File: src/rtl/float_rcp_share_ctrl_pkg.sv
// Shared types and the round-robin search used by the reciprocal share controller.
package float_rcp_share_pkg;

  localparam int N_REQ_MAX = 8;
  localparam int RCP_X_W   = 37;
  localparam int TAG_ID_W  = 3;

  // One tag stage: valid bit plus requester ID, sized for the largest requester count.
  typedef struct packed {
    logic                v;
    logic [TAG_ID_W-1:0] id;
  } rcp_tag_t;

  // Result of a round-robin search: any-winner flag, one-hot grant and winner index.
  typedef struct packed {
    logic                 any;
    logic [N_REQ_MAX-1:0] gnt;
    logic [TAG_ID_W-1:0]  idx;
  } rr_pick_t;

  // Lowest valid index at or above ptr, wrapping modulo n.
  function automatic rr_pick_t rr_pick(input logic [N_REQ_MAX-1:0] valid,
                                       input logic [TAG_ID_W-1:0]  ptr,
                                       input int                   n);
    rr_pick_t res;
    int       j;
    res = '0;
    for (int off = 0; off < N_REQ_MAX; off++) begin
      if (off < n) begin
        j = int'(ptr) + off;
        if (j >= n) j = j - n;
        if (!res.any && valid[j[TAG_ID_W-1:0]]) begin
          res.any                    = 1'b1;
          res.gnt[j[TAG_ID_W-1:0]]   = 1'b1;
          res.idx                    = j[TAG_ID_W-1:0];
        end
      end
    end
    return res;
  endfunction

endpackage

File: src/rtl/float_rcp_share_ctrl_if.sv
// Requester, datapath and response signals of the reciprocal share controller.
interface float_rcp_share_ctrl_if #(
  parameter int N_REQ = 4,
  parameter int ID_W  = 2,
  parameter int X_W   = 37
);
  logic [N_REQ-1:0]    req_valid;
  logic [N_REQ-1:0]    req_ready;
  logic [N_REQ-1:0]    req_sign;
  logic [8*N_REQ-1:0]  req_exp;
  logic [23*N_REQ-1:0] req_man;
  logic                rcp_a_sign;
  logic [7:0]          rcp_a_exp;
  logic [22:0]         rcp_a_man;
  logic                rcp_astall;
  logic [X_W-1:0]      rcp_x;
  logic                rsp_valid;
  logic                rsp_ready;
  logic [ID_W-1:0]     rsp_id;
  logic [X_W-1:0]      rsp_x;
  logic                busy;
  logic [ID_W+1:0]     inflight;

  modport slave (
    input  req_valid, req_sign, req_exp, req_man, rcp_x, rsp_ready,
    output req_ready, rcp_a_sign, rcp_a_exp, rcp_a_man, rcp_astall,
           rsp_valid, rsp_id, rsp_x, busy, inflight
  );

  modport master (
    output req_valid, req_sign, req_exp, req_man, rcp_x, rsp_ready,
    input  req_ready, rcp_a_sign, rcp_a_exp, rcp_a_man, rcp_astall,
           rsp_valid, rsp_id, rsp_x, busy, inflight
  );
endinterface

File: src/rtl/float_rcp_rr_arb.sv
// Combinational round-robin arbiter; the pointer register lives in the parent.
module float_rcp_rr_arb
  import float_rcp_share_pkg::*;
#(
  parameter int N_REQ = 4,
  parameter int ID_W  = 2
) (
  input  logic [N_REQ-1:0] req,
  input  logic [ID_W-1:0]  ptr,
  input  logic             enable,
  output logic [N_REQ-1:0] gnt,
  output logic [ID_W-1:0]  idx
);

  logic [N_REQ_MAX-1:0] req_ext;
  logic [TAG_ID_W-1:0]  ptr_ext;
  rr_pick_t             pick;
  logic                 unused_pick;

  // Widen to the package search width, pick a winner, narrow back to this instance.
  always_comb begin
    req_ext = '0;
    ptr_ext = '0;
    if (enable) req_ext[N_REQ-1:0] = req;
    ptr_ext[ID_W-1:0] = ptr;
    pick = rr_pick(req_ext, ptr_ext, N_REQ);
    gnt  = pick.gnt[N_REQ-1:0];
    idx  = pick.idx[ID_W-1:0];
  end

  assign unused_pick = ^{pick.any, pick.gnt, pick.idx};

endmodule

File: src/rtl/float_rcp_share_ctrl.sv
// Shares one pipelined reciprocal datapath between N_REQ requesters, tracking
// requester IDs in a tag pipe that stalls in lock-step with the datapath.
module float_rcp_share_ctrl
  import float_rcp_share_pkg::*;
#(
  parameter int N_REQ = 4,
  parameter int ID_W  = 2,
  parameter int LAT   = 1,
  parameter int X_W   = RCP_X_W
) (
  input logic                   aclk,
  input logic                   aresetn,
  float_rcp_share_ctrl_if.slave bus
);

  rcp_tag_t         tag_q [LAT];
  rcp_tag_t         tag_d [LAT];
  logic [ID_W-1:0]  rr_ptr_q;
  logic [ID_W-1:0]  rr_ptr_d;
  logic             stall;
  logic             fire;
  logic [N_REQ-1:0] gnt;
  logic [ID_W-1:0]  g_idx;
  logic [ID_W-1:0]  sel;
  logic [ID_W+1:0]  pop;
  logic             unused_tag_id;

  // A valid tail the consumer is not taking freezes the whole pipe; reset masks it.
  assign stall = aresetn & tag_q[LAT-1].v & ~bus.rsp_ready;

  float_rcp_rr_arb #(
    .N_REQ (N_REQ),
    .ID_W  (ID_W)
  ) u_arb (
    .req    (bus.req_valid),
    .ptr    (rr_ptr_q),
    .enable (aresetn & ~stall),
    .gnt    (gnt),
    .idx    (g_idx)
  );

  assign fire          = |gnt;
  assign bus.req_ready = gnt;
  assign bus.rcp_astall = stall;

  // Operand mux: the winner, or the pointer's requester when nobody wins.
  always_comb begin
    sel            = fire ? g_idx : rr_ptr_q;
    bus.rcp_a_sign = 1'b0;
    bus.rcp_a_exp  = '0;
    bus.rcp_a_man  = '0;
    for (int i = 0; i < N_REQ; i++) begin
      if (sel == ID_W'(i)) begin
        bus.rcp_a_sign = bus.req_sign[i];
        bus.rcp_a_exp  = bus.req_exp[8*i +: 8];
        bus.rcp_a_man  = bus.req_man[23*i +: 23];
      end
    end
  end

  // Next tag pipe contents and round-robin pointer.
  always_comb begin
    for (int k = 0; k < LAT; k++) tag_d[k] = tag_q[k];
    rr_ptr_d = rr_ptr_q;
    if (!stall) begin
      tag_d[0].v  = fire;
      tag_d[0].id = '0;
      tag_d[0].id[ID_W-1:0] = g_idx;
      for (int k = 1; k < LAT; k++) tag_d[k] = tag_q[k-1];
    end
    if (fire) begin
      rr_ptr_d = (g_idx == ID_W'(N_REQ-1)) ? '0 : g_idx + 1'b1;
    end
  end

  // Tag and pointer registers; reset drops every in-flight tag.
  always_ff @(posedge aclk) begin
    if (!aresetn) begin
      for (int k = 0; k < LAT; k++) tag_q[k] <= '0;
      rr_ptr_q <= '0;
    end else begin
      for (int k = 0; k < LAT; k++) tag_q[k] <= tag_d[k];
      rr_ptr_q <= rr_ptr_d;
    end
  end

  // Occupancy count of the tag pipe.
  always_comb begin
    pop = '0;
    for (int k = 0; k < LAT; k++) pop = pop + {{(ID_W+1){1'b0}}, tag_q[k].v};
  end

  assign bus.rsp_valid = aresetn & tag_q[LAT-1].v;
  assign bus.rsp_id    = tag_q[LAT-1].id[ID_W-1:0];
  assign bus.rsp_x     = bus.rcp_x;
  assign bus.busy      = aresetn & (pop != '0);
  assign bus.inflight  = aresetn ? pop : '0;

  assign unused_tag_id = ^tag_q[LAT-1].id;

endmodule

File: src/flat_wrapper.sv
// flat-port wrapper written by rule: the top's interface ports become plain ports
module float_rcp_share_ctrl_flat import float_rcp_share_pkg::*;
#(
  parameter int N_REQ = 4,
  parameter int ID_W  = 2,
  parameter int LAT   = 1,
  parameter int X_W   = RCP_X_W
)
  (aclk, aresetn, bus_req_valid, bus_req_sign, bus_req_exp, bus_req_man, bus_rcp_x, bus_rsp_ready, bus_req_ready, bus_rcp_a_sign, bus_rcp_a_exp, bus_rcp_a_man, bus_rcp_astall, bus_rsp_valid, bus_rsp_id, bus_rsp_x, bus_busy, bus_inflight);
  float_rcp_share_ctrl_if #(.N_REQ(N_REQ), .ID_W(ID_W), .X_W(X_W)) bus_i ();
  input logic aclk;
  input logic aresetn;
  input wire logic [$bits(bus_i.req_valid)-1:0] bus_req_valid;
  input wire logic [$bits(bus_i.req_sign)-1:0] bus_req_sign;
  input wire logic [$bits(bus_i.req_exp)-1:0] bus_req_exp;
  input wire logic [$bits(bus_i.req_man)-1:0] bus_req_man;
  input wire logic [$bits(bus_i.rcp_x)-1:0] bus_rcp_x;
  input wire logic [$bits(bus_i.rsp_ready)-1:0] bus_rsp_ready;
  output wire logic [$bits(bus_i.req_ready)-1:0] bus_req_ready;
  output wire logic [$bits(bus_i.rcp_a_sign)-1:0] bus_rcp_a_sign;
  output wire logic [$bits(bus_i.rcp_a_exp)-1:0] bus_rcp_a_exp;
  output wire logic [$bits(bus_i.rcp_a_man)-1:0] bus_rcp_a_man;
  output wire logic [$bits(bus_i.rcp_astall)-1:0] bus_rcp_astall;
  output wire logic [$bits(bus_i.rsp_valid)-1:0] bus_rsp_valid;
  output wire logic [$bits(bus_i.rsp_id)-1:0] bus_rsp_id;
  output wire logic [$bits(bus_i.rsp_x)-1:0] bus_rsp_x;
  output wire logic [$bits(bus_i.busy)-1:0] bus_busy;
  output wire logic [$bits(bus_i.inflight)-1:0] bus_inflight;
  assign bus_i.req_valid = bus_req_valid;
  assign bus_i.req_sign = bus_req_sign;
  assign bus_i.req_exp = bus_req_exp;
  assign bus_i.req_man = bus_req_man;
  assign bus_i.rcp_x = bus_rcp_x;
  assign bus_i.rsp_ready = bus_rsp_ready;
  assign bus_req_ready = bus_i.req_ready;
  assign bus_rcp_a_sign = bus_i.rcp_a_sign;
  assign bus_rcp_a_exp = bus_i.rcp_a_exp;
  assign bus_rcp_a_man = bus_i.rcp_a_man;
  assign bus_rcp_astall = bus_i.rcp_astall;
  assign bus_rsp_valid = bus_i.rsp_valid;
  assign bus_rsp_id = bus_i.rsp_id;
  assign bus_rsp_x = bus_i.rsp_x;
  assign bus_busy = bus_i.busy;
  assign bus_inflight = bus_i.inflight;
  float_rcp_share_ctrl #(.N_REQ(N_REQ), .ID_W(ID_W), .LAT(LAT), .X_W(X_W)) u_core (.aclk(aclk), .aresetn(aresetn), .bus(bus_i));
endmodule
File: config.mk
export PLATFORM = sky130hd
export DESIGN_NAME = float_rcp_share_ctrl_flat
export DESIGN_NICKNAME = d
export VERILOG_FILES = /design/src/rtl/float_rcp_share_ctrl_pkg.sv /design/src/rtl/float_rcp_share_ctrl_if.sv /design/src/rtl/float_rcp_rr_arb.sv /design/src/rtl/float_rcp_share_ctrl.sv /design/src/flat_wrapper.sv
export SDC_FILE = /design/constraint.sdc
export NUM_CORES = 1
export LEC_CHECK = 0
export ABC_AREA = 1
export CORE_MARGIN = 10
export CORE_UTILIZATION = 30
export CTS_CLUSTER_SIZE = 8
export DETAILED_ROUTE_END_ITERATION = 6
export PLACE_DENSITY = 0.91
export REMOVE_ABC_BUFFERS = 1
export SLEW_MARGIN = 5
export SYNTH_ARGS = -nofsm -noshare
export SYNTH_HDL_FRONTEND = slang
export SYNTH_HIERARCHICAL = 1
export SYNTH_SLANG_ARGS = --single-unit
File: constraint.sdc
create_clock -name aclk -period 5.4 [get_ports aclk]
set_input_delay 0.54 -clock aclk [delete_from_list [all_inputs] [get_ports aclk]]
set_output_delay 0.54 -clock aclk [all_outputs]
set_load 0.01 [all_outputs]
Word-level counts from Yosys, hierarchy flattened
Memory sizes are Yosys's and may differ from the RTL's.
Index checks and enable logic that the tools add are counted.

operators by class
  bitwise gates (word level) = 8
  add/subtract/negate cells = 8
  reduce and logical (&&, ||, !) cells = 13
  $lt $le $gt $ge = 12
  equality and inequality tests = 4
  mux-type cells = 45

operators with widths
  kind                   count
  $mux W23               4
  $mux W12               3
  $mux W8                4
  $lt A3 B4 Y1 const B   4
  $mux W1                16
  $or A8 B8 Y8           2
  $bmux W1 S3            4
  $demux W1 S3           4
  $ge A3 B1 Y1 const B   4
  $mux W3                4
  $mux W4                3
  $ge A3 B3 Y1 const B   3
  $sub A3 B3 Y3 const B  3
  $reduce_or A4 Y1       2
  $logic_and A1 B1 Y1    7
  $mux W7                1
  $add A2 B2 Y3 const B  2
  $eq A2 B2 Y1 const B   3
  $mux W2                2
  $or A4 B4 Y4           1
  $add A2 B1 Y3 const B  1
  $and A1 B1 Y1          3
  $ge A2 B3 Y1 const B   1
  $logic_not A1 Y1       3
  5 further kinds        6

storage, ports and cells
  RAM bits = 4
  word-level logic and storage cells = 92
  memories = 1
  bits in registers = 2

memory list
  memory        depth  width  rd ports  clocked after memory_dff  wr ports  RTL line                    source
  u_core.tag_q  1      4      1         0                         1         float_rcp_share_ctrl.sv:16  rcp_tag_t tag_q [LAT];

Depth between registers and ports, before layout
Gate-level depths: netlist of the first run.
An unclocked memory read counts as a cell.

  depth after elaboration = 25
  gate-level depth with buffers = 22
  gate-level depth less buffers = 20

By module
Netlist of the first run, hierarchy kept.

modules (own cells, without submodules)
  module                instances  seq. area each (um2)  cells each  area each (um2)
  float_rcp_share_ctrl  1          100.1                 275         1619.1
  float_rcp_rr_arb      1          0.0                   104         566.8

Least setup slack after synthesis of the first run
OpenSTA, ideal clock, no wires.

  path type = in2out
  start point = input aresetn
  end point = output bus_rcp_a_exp[1]
  setup slack = 2.072 ns
  arrival = 2.788 ns
  stages on the path = 20
  buffers on the path = 3
  path through = nand2_1 nor2_1 nor2_1 buf_4 nand3_1 nand3_2 nand2_4 inv_2 nand2_1 nand2_1 nor2_1 nand2_1 nor2_4 nand2_4 nand2_2 nand2_2 buf_6 buf_4 nand3_1 nand4_1

between the ends
  longest elaborated chain between the ends = 24
  elaborated cells on any way between the ends = 36

ends and longest elaborated chain
  element                        RTL line                        source
  start, declared                flat_wrapper.sv:12              input logic aresetn;
  $and A1 B1 Y1 * (2 in a row)   float_rcp_share_ctrl.sv:29      assign stall = aresetn & tag_q[LAT-1].v & ~bus.rsp_ready;
  via bus_rcp_astall             flat_wrapper.sv:23              output wire logic [$bits(bus_i.rcp_astall)-1:0] bus_rcp_astall;
  $not A1 Y1 *                   float_rcp_share_ctrl.sv:37      .enable (aresetn & ~stall),
  $and A1 B1 Y1 *                float_rcp_share_ctrl.sv:37
  $mux W4 *                      float_rcp_rr_arb.sv:24          if (enable) req_ext[N_REQ-1:0] = req;
  $bmux W1 S3                    float_rcp_share_ctrl_pkg.sv:32  if (!res.any && valid[j[TAG_ID_W-1:0]]) begin
  $mux W1 (not written as such)  float_rcp_share_ctrl_pkg.sv:32
  $mux W12                       float_rcp_share_ctrl_pkg.sv:32
  (+7 left out)                  n/a
  $logic_and A1 B1 Y1            float_rcp_share_ctrl_pkg.sv:32
  $mux W7 *                      float_rcp_share_ctrl_pkg.sv:32
  via bus_req_ready[1]           flat_wrapper.sv:19              output wire logic [$bits(bus_i.req_ready)-1:0] bus_req_ready;
  $reduce_or A4 Y1 *             float_rcp_share_ctrl.sv:42      assign fire = |gnt;
  $mux W2 *                      float_rcp_share_ctrl.sv:48      sel = fire ? g_idx : rr_ptr_q;
  $logic_not A2 Y1               float_rcp_share_ctrl.sv:53      if (sel == ID_W'(i)) begin
  $mux W8 (3 in a row)           float_rcp_share_ctrl.sv:53
  $mux W8 *                      float_rcp_share_ctrl.sv:53
  end, declared                  flat_wrapper.sv:21              output wire logic [$bits(bus_i.rcp_a_exp)-1:0] bus_rcp_a_exp;

The timed path passes the listed nets; every way through them passes the cells marked *. The select of a mux whose other input is x is not followed.

Worst setup path after layout of the first run
  start point = input aresetn
  end point = output bus_rcp_a_man[20]

between the ends
  longest elaborated chain between the ends = 24
  elaborated cells on any way between the ends = 36

ends and longest elaborated chain
  element                        RTL line                        source
  $and A1 B1 Y1 (2 in a row)     float_rcp_share_ctrl.sv:29
  $not A1 Y1                     float_rcp_share_ctrl.sv:37
  $and A1 B1 Y1 *                float_rcp_share_ctrl.sv:37
  $mux W4 *                      float_rcp_rr_arb.sv:24
  $bmux W1 S3                    float_rcp_share_ctrl_pkg.sv:32
  $mux W1 (not written as such)  float_rcp_share_ctrl_pkg.sv:32
  $mux W12                       float_rcp_share_ctrl_pkg.sv:32
  $logic_not A1 Y1               float_rcp_share_ctrl_pkg.sv:32
  (+5 left out)                  n/a
  $logic_not A1 Y1               float_rcp_share_ctrl_pkg.sv:32
  $logic_and A1 B1 Y1            float_rcp_share_ctrl_pkg.sv:32
  $mux W7 *                      float_rcp_share_ctrl_pkg.sv:32
  $reduce_or A4 Y1               float_rcp_share_ctrl.sv:42
  $mux W2 *                      float_rcp_share_ctrl.sv:48
  $logic_not A2 Y1               float_rcp_share_ctrl.sv:53
  $mux W23 (3 in a row)          float_rcp_share_ctrl.sv:53
  $mux W23 *                     float_rcp_share_ctrl.sv:53
  end, declared                  flat_wrapper.sv:22              output wire logic [$bits(bus_i.rcp_a_man)-1:0] bus_rcp_a_man;

Every way passes the cells marked *; elsewhere a longest branch is shown, timed or not. The select of a mux whose other input is x is not followed.

==> results.sh, run 1 <==
export IMPL_yosys_cell_types_count=23
export IMPL_syn_avg_cell_area_sq_um=5.77
export IMPL_min_delay_start="u_core/tag_q[0][0]$_SDFFE_PN0N_"
export IMPL_ir_drop_v=0.000499
export IMPL_dr_pass1_iters=5
export IMPL_worstSetupPathType="input pin to output pin"
export IMPL_io_buffers=176
export IMPL_gp_congestion=0.905
export IMPL_leakagePower_nw=1.53
export IMPL_finClkSkew_ns=0.000327
export IMPL_critPathLaunchType="input pin"
export IMPL_clk_path_buf_depth=2
export IMPL_cp_end_kind="output pin"
export IMPL_ctsHtreeMaxLevel=1
export IMPL_die_area_sq_mm=0.0111
export IMPL_power_density_mw_per_mm2=854
export IMPL_drtIter0Drc=166
export IMPL_reg2reg_from="u_core/rr_ptr_q[0]$_SDFFE_PN0P_"
export IMPL_grt_max_degree=41
export IMPL_grt_pass1_wl_um=17200
export IMPL_synthToLayoutAreaGrowth_pct=67.8
export IMPL_fin_crit_sh_pct=91.4
export IMPL_rsz0062_at_grt="false"
export IMPL_cts_buffers=3
export IMPL_path_clk_slew_ns=0.03
export IMPL_synth_yosys_seq_area_share_pct=4.58
export IMPL_overflow=0
export IMPL_ys_ff_latch=5
export IMPL_synth_area_sq_mm=0.00219
export IMPL_cts_tree="yes"
export IMPL_antenna_found_initial=0
export IMPL_post_drt_wl_per_cell_um=19.8
export IMPL_dp_hpwl_um=9930
export IMPL_drv_slew=0
export IMPL_final_util_pct=51.1
export IMPL_routed_wl_um=11800
export IMPL_avgViaCountPerCell=5.21
export IMPL_clk_latency_ns=0.22
export IMPL_root_buffer="clkbuf_8"
export IMPL_hold_buffers=0
export IMPL_finalHoldViolCount=0
export IMPL_cp_max_fo=25
export IMPL_drive_gt1_share_pct=6.61
export IMPL_startpoint="aresetn"
export IMPL_die_h_um=105
export IMPL_critPathRequiredTime_ns=4.86
export IMPL_worst_pin_slew_ns=0.589
export IMPL_final_cell_mix="clkdlybuf4s50_1, nand3_1, nand2_1"
export IMPL_arrival_ns=4.39
export IMPL_grt_pass1_vias=3033
export IMPL_run_status="complete, no violations"
export IMPL_post_cts_setup_buffers=0
export IMPL_fmax_mhz=203
export IMPL_worst_hold_path_type="register to register"
export IMPL_maxCapViolCount=0
export IMPL_cts_resized=0
export IMPL_period_minus_slack_ns=4.93
export IMPL_synth_warning_count=6
export IMPL_clock_sinks=5
export IMPL_grt_use_total_pct=19.1
export IMPL_postRouteAntennaNets=0
export IMPL_finalSetupTns_ns=0
export IMPL_fillers=691
export IMPL_drc=0
export IMPL_final_common_cell="clkdlybuf4s50_1"
export IMPL_dieWidth_um=105
export IMPL_initial_core_util_pct=30.5
export IMPL_io_pins=254
export IMPL_final_setup_viol_count=0
export IMPL_maxSlewHeadroom_pct=60.7
export IMPL_rows=31
export IMPL_syn_inst=379
export IMPL_nets=681
export IMPL_core_area_sq_mm=0.00718
export IMPL_via_count=3114
export IMPL_diodes=0
cell type report:
| cell class | instances | area [sq um] | area share (%) |
|---|---|---|---|
| multi-input combinational | 287 | 1520 | 41.4 |
| clock buffer | 4 | 45.0 | 1.23 |
| timing repair buffer | 181 | 1800 | 49.0 |
| inverter | 22 | 82.6 | 2.25 |
| sequential | 5 | 100 | 2.73 |
| tap | 99 | 124 | 3.38 |
synthesized netlist by cell type (all sizes together):
master,count,area [sq um]
o21ai,5,25.0
a22o,1,8.76
nand4,29,181
nor2,20,113
a21oi,3,15.0
nand3b,1,7.51
inv,22,82.6
ha,9,113
dfxtp,5,100
o32ai,1,8.76
nand3,118,633
nand2,97,399
conb,1,3.75
buf,67,495
per-stage QoR:
stage	setup WS [ns]	hold slack (ns)	std cells	cell area, sq um	total power, mW
after floorplan	1.19	0.466	314	1700	1.59
after global placement	0.379	0.449	594	3620	3.01
after detailed placement	0.230	0.445	594	3620	3.08
after CTS	0.217	0.459	598	3670	3.15
after global routing	0.137	0.474	598	3670	3.39
final	0.465	0.453	598	3670	3.13
path summary, 6_finish.rpt:
| path | endpoint | slack (ns) | depth (start not counted) |
|---|---|---|---|
| setup / recovery | bus_rcp_a_man[20] | 0.47 | 20 |
| hold / removal | u_core/tag_q[0][0]$_SDFFE_PN0N_ | 0.45 | 2 |
| setup reg to reg | u_core/rr_ptr_q[0]$_SDFFE_PN0P_ | 2.74 | 13 |
| hold reg to reg | u_core/tag_q[0][0]$_SDFFE_PN0N_ | 0.45 | 2 |
power breakdown:
part | leakage [nW] | internal, mW | switching, mW
Sequential | 0.0414 | 0.0529 | 0.0231
Combinational | 1.46 | 1.31 | 1.68
Clock | 0.0228 | 0.0506 | 0.0173
critical path, stage by stage:
cell and delay (ns):
clkdlybuf4s50_1 0.43, nand2_1 0.11, nor2_1 0.09, nor2_2 0.43, nand3_1 0.19, nand3_1 0.17, nand2_4 0.10, nand3_2 0.14
nor2_1 0.05, nor2_1 0.08, nand2_1 0.10, nor2_4 0.20, nand2_4 0.09, nand2_2 0.09, nand2_4 0.18, nor2_4 0.42
buf_4 0.25, nand2_1 0.07, nand4_1 0.08, clkdlybuf4s50_1 0.55
flip-flops by register name, indices dropped and copies added (netlist names):
signal           flops
u_core/tag_q         3
u_core/rr_ptr_q      2
kinds of logic after synthesis:
kind of cell / count (synthesis) / share of synthesized area (%)
other: 1 / 0.172
buffers and inverters: 89 / 26.4
AND/OR/NAND/NOR: 265 / 61.0
flip-flops: 5 / 4.58
adder cells (fa/ha/maj): 9 / 5.15
AO/OA/AOI/OAI: 10 / 2.63
per-layer routing:
layer / GRT usage, % / wire (um) / up-vias
met3: 8.83 / 1500 / 6
met5: 4.46 / 0 / -
li1: - / - / 1483
met1: 22.6 / 4680 / 1415
met2: 31.3 / 5580 / 210
met4: 2.45 / 87 / 0
(Power assumes the default switching activity.)
==> inputs of run 2 (changes only) <==
==> constraint.sdc (replaced) <==
create_clock -name aclk -period 5.4 [get_ports aclk]
set_input_delay 0.81 -clock aclk [delete_from_list [all_inputs] [get_ports aclk]]
set_output_delay 0.81 -clock aclk [all_outputs]
set_load 0.01 [all_outputs]
==> run 2 against run 1 <==
Global-route usage rose by 0.55 points. Core utilization up 0.73 points. Register-to-register slack worse by 0.13 ns. Combinational power up 2%. Power grew 2.2%. Maximum frequency shrank 2.8%. Highest routed layer unchanged.
==> results.sh, run 2 (same netlist as run 1, synthesis figures left out) <==
export IMPL_run_status="complete, no violations"
export IMPL_place_inst=595
export IMPL_finalHoldViolCount=0
export IMPL_met3_usage_pct=9.81
export IMPL_core_area_sq_mm=0.00718
export IMPL_cp_slowest_cell="clkdlybuf4s50_1"
export IMPL_postRouteAntennaNets=0
export IMPL_startpoint="aresetn"
export IMPL_worstSetupPathType="input pin to output pin"
export IMPL_drv_slew=0
export IMPL_maxSlewHeadroom_pct=61.0
export IMPL_use_met2_pct=32.1
export IMPL_clock_sinks=5
export IMPL_path_delay_family="simple AND/OR/NAND/NOR gates"
export IMPL_via_count=3086
export IMPL_top_usage_layer="met2"
export IMPL_cp_depth=20
export IMPL_reg2reg_from="u_core/rr_ptr_q[0]$_SDFFE_PN0P_"
export IMPL_hold_depth=2
export IMPL_min_delay_start="u_core/tag_q[0][0]$_SDFFE_PN0N_"
export IMPL_leakagePower_nw=1.55
export IMPL_io_buffers=176
export IMPL_worstPathCellList="clkdlybuf4s50_1 > nand2_1 > nor2_2 > nor2_4 > nand3_1 > nand3_1 > nand2_4 > nand3_2 > nor2_1 > nor2_1 > nand2_1 > nor2_4 > nand2_4 > nand2_2 > nand2_8 > nor2_4 > buf_6 > nand2_1 > nand4_1 > clkdlybuf4s50_1"
export IMPL_placed_area_sq_mm=0.00363
export IMPL_drive_gt1_share_pct=7.20
export IMPL_fmax_mhz=197
export IMPL_io_pins=254
export IMPL_nets=682
export IMPL_rows=31
export IMPL_post_drt_wl_per_cell_um=19.7
export IMPL_initial_core_util_pct=30.5
export IMPL_worst_hold_path_type="register to register"
export IMPL_cp_end_kind="output pin"
export IMPL_cp_buffers_inverters=3
export IMPL_critPathMaxStageDelay_ns=0.55
export IMPL_dieWidth_um=105
export IMPL_cts_tree="yes"
export IMPL_ir_drop_v=0.000410
export IMPL_final_cells=599
export IMPL_path_clk_slew_ns=0.04
export IMPL_critPathRequiredTime_ns=4.59
export IMPL_reg_top3="u_core/tag_q x3, u_core/rr_ptr_q x2"
export IMPL_avgViaCountPerCell=5.15
export IMPL_worst_pin_slew_ns=0.584
export IMPL_grt_pass1_vias=3056
export IMPL_arrival_ns=4.27
export IMPL_antenna_found_initial=0
export IMPL_cp_max_fo=31
export IMPL_finalPower_mw=3.20
export IMPL_finClkSkew_ns=0.00629
export IMPL_cts_buffers=3
export IMPL_drtIter0Drc=183
export IMPL_critPathLaunchType="input pin"
export IMPL_largest_register_ffs=3
export IMPL_clk_path_buf_depth=2
export IMPL_maxCapViolCount=0
export IMPL_final_common_cell="clkdlybuf4s50_1"
export IMPL_fin_crit_sh_pct=94.1
export IMPL_clk_latency_ns=0.23
export IMPL_overflow=0
export IMPL_root_buffer="clkbuf_8"
export IMPL_grt_use_total_pct=19.7
export IMPL_power_density_mw_per_mm2=860
export IMPL_final_cell_mix="clkdlybuf4s50_1, nand3_1, nand2_1"
export IMPL_die_h_um=105
export IMPL_final_setup_viol_count=0
export IMPL_ff2ff_path_depth=13
export IMPL_drc=0
export IMPL_gr_usage_met1_pct=23.0
export IMPL_dr_pass1_iters=6
export IMPL_grt_max_degree=32
export IMPL_period_minus_slack_ns=5.08
export IMPL_routed_wl_um=11800
export IMPL_die_area_sq_mm=0.0111
export IMPL_ctsHtreeMaxLevel=1
export IMPL_diodes=0
export IMPL_synthToLayoutAreaGrowth_pct=70.2
export IMPL_dp_hpwl_um=9770
export IMPL_post_cts_setup_buffers=0
export IMPL_post_route_cell_area_sq_mm=0.00372
export IMPL_gp_congestion=0.933
export IMPL_grt_pass1_wl_um=17800
export IMPL_largest_register="u_core/tag_q"
-- run 2: changes by cell type in the layout (fill, tap and decap cells not counted), sizes merged --
| cell | before | now |
|---|---|---|
| buf | 5 | 6 |
| clkbuf | 4 | 3 |
| clkinv | 0 | 1 |
-- run 2: through the flow --
step                util, %  TNS [ns]  hold slack (ns)  setup WS (ns)
detailed placement     50.6     -7.61            0.455         -0.308
finish                 51.9         0            0.462          0.321
global route           51.9   -0.0454            0.503        -0.0145
CTS                    51.3         0            0.460         0.0121
floorplan                 -         0            0.466          0.649
global placement       50.6     -1.07            0.439        -0.0978
-- run 2: worst register-to-register path, cell delays in order, from the launching register on --
cell and delay, ns:
dfxtp_1 0.68, inv_2 0.26, ha_1 0.42, inv_1 0.12, nand3_1 0.10, nand2_2 0.12, nand2_2 0.09, nor2_4 0.15
nand3_1 0.10, nand2_1 0.15, nor2_4 0.08, nand2_4 0.08, nand2_1 0.07, o32ai_1 0.25
-- run 2: final timing paths --
kind	to	slack (ns)
min reg2reg	u_core/tag_q[0][0]$_SDFFE_PN0N_	0.46
max reg2reg	u_core/rr_ptr_q[0]$_SDFFE_PN0P_	2.61
max	bus_rcp_a_exp[0]	0.32
min	u_core/tag_q[0][0]$_SDFFE_PN0N_	0.46
-- run 2: timing repair --
action                                  in CTS  in global routing
gates resized for setup                      3                  9
hold buffers                                 0                  0
endpoints found under the setup margin      32                 32
-- run 2: power breakdown --
part           switching [mW]  internal, mW
Clock                  0.0216        0.0498
Sequential             0.0227        0.0528
Combinational            1.71          1.35
Total                    1.75          1.45
-- run 2: cell type report --
cell class | instances | area [sq um]
Fill cell | 672 | 3450
Timing Repair Buffer | 182 | 1820
Multi-Input combinational cell | 287 | 1540
Tap cell | 99 | 124
Sequential cell | 5 | 100
Inverter | 22 | 90.1
Clock buffer | 3 | 41.3
Clock inverter | 1 | 5.00
-- run 2: layer usage --
layer	vias up	wire, um
li1	1485	-
met1	1391	4610
met2	204	5500
met3	6	1620
met4	0	83
met5	-	0
==> inputs of run 3 (changes only) <==
CTS_CLUSTER_DIAMETER = 80   (was default)
==> results of run 3 <==
No change in the layout: final DEF, timing and power equal those of run 2.
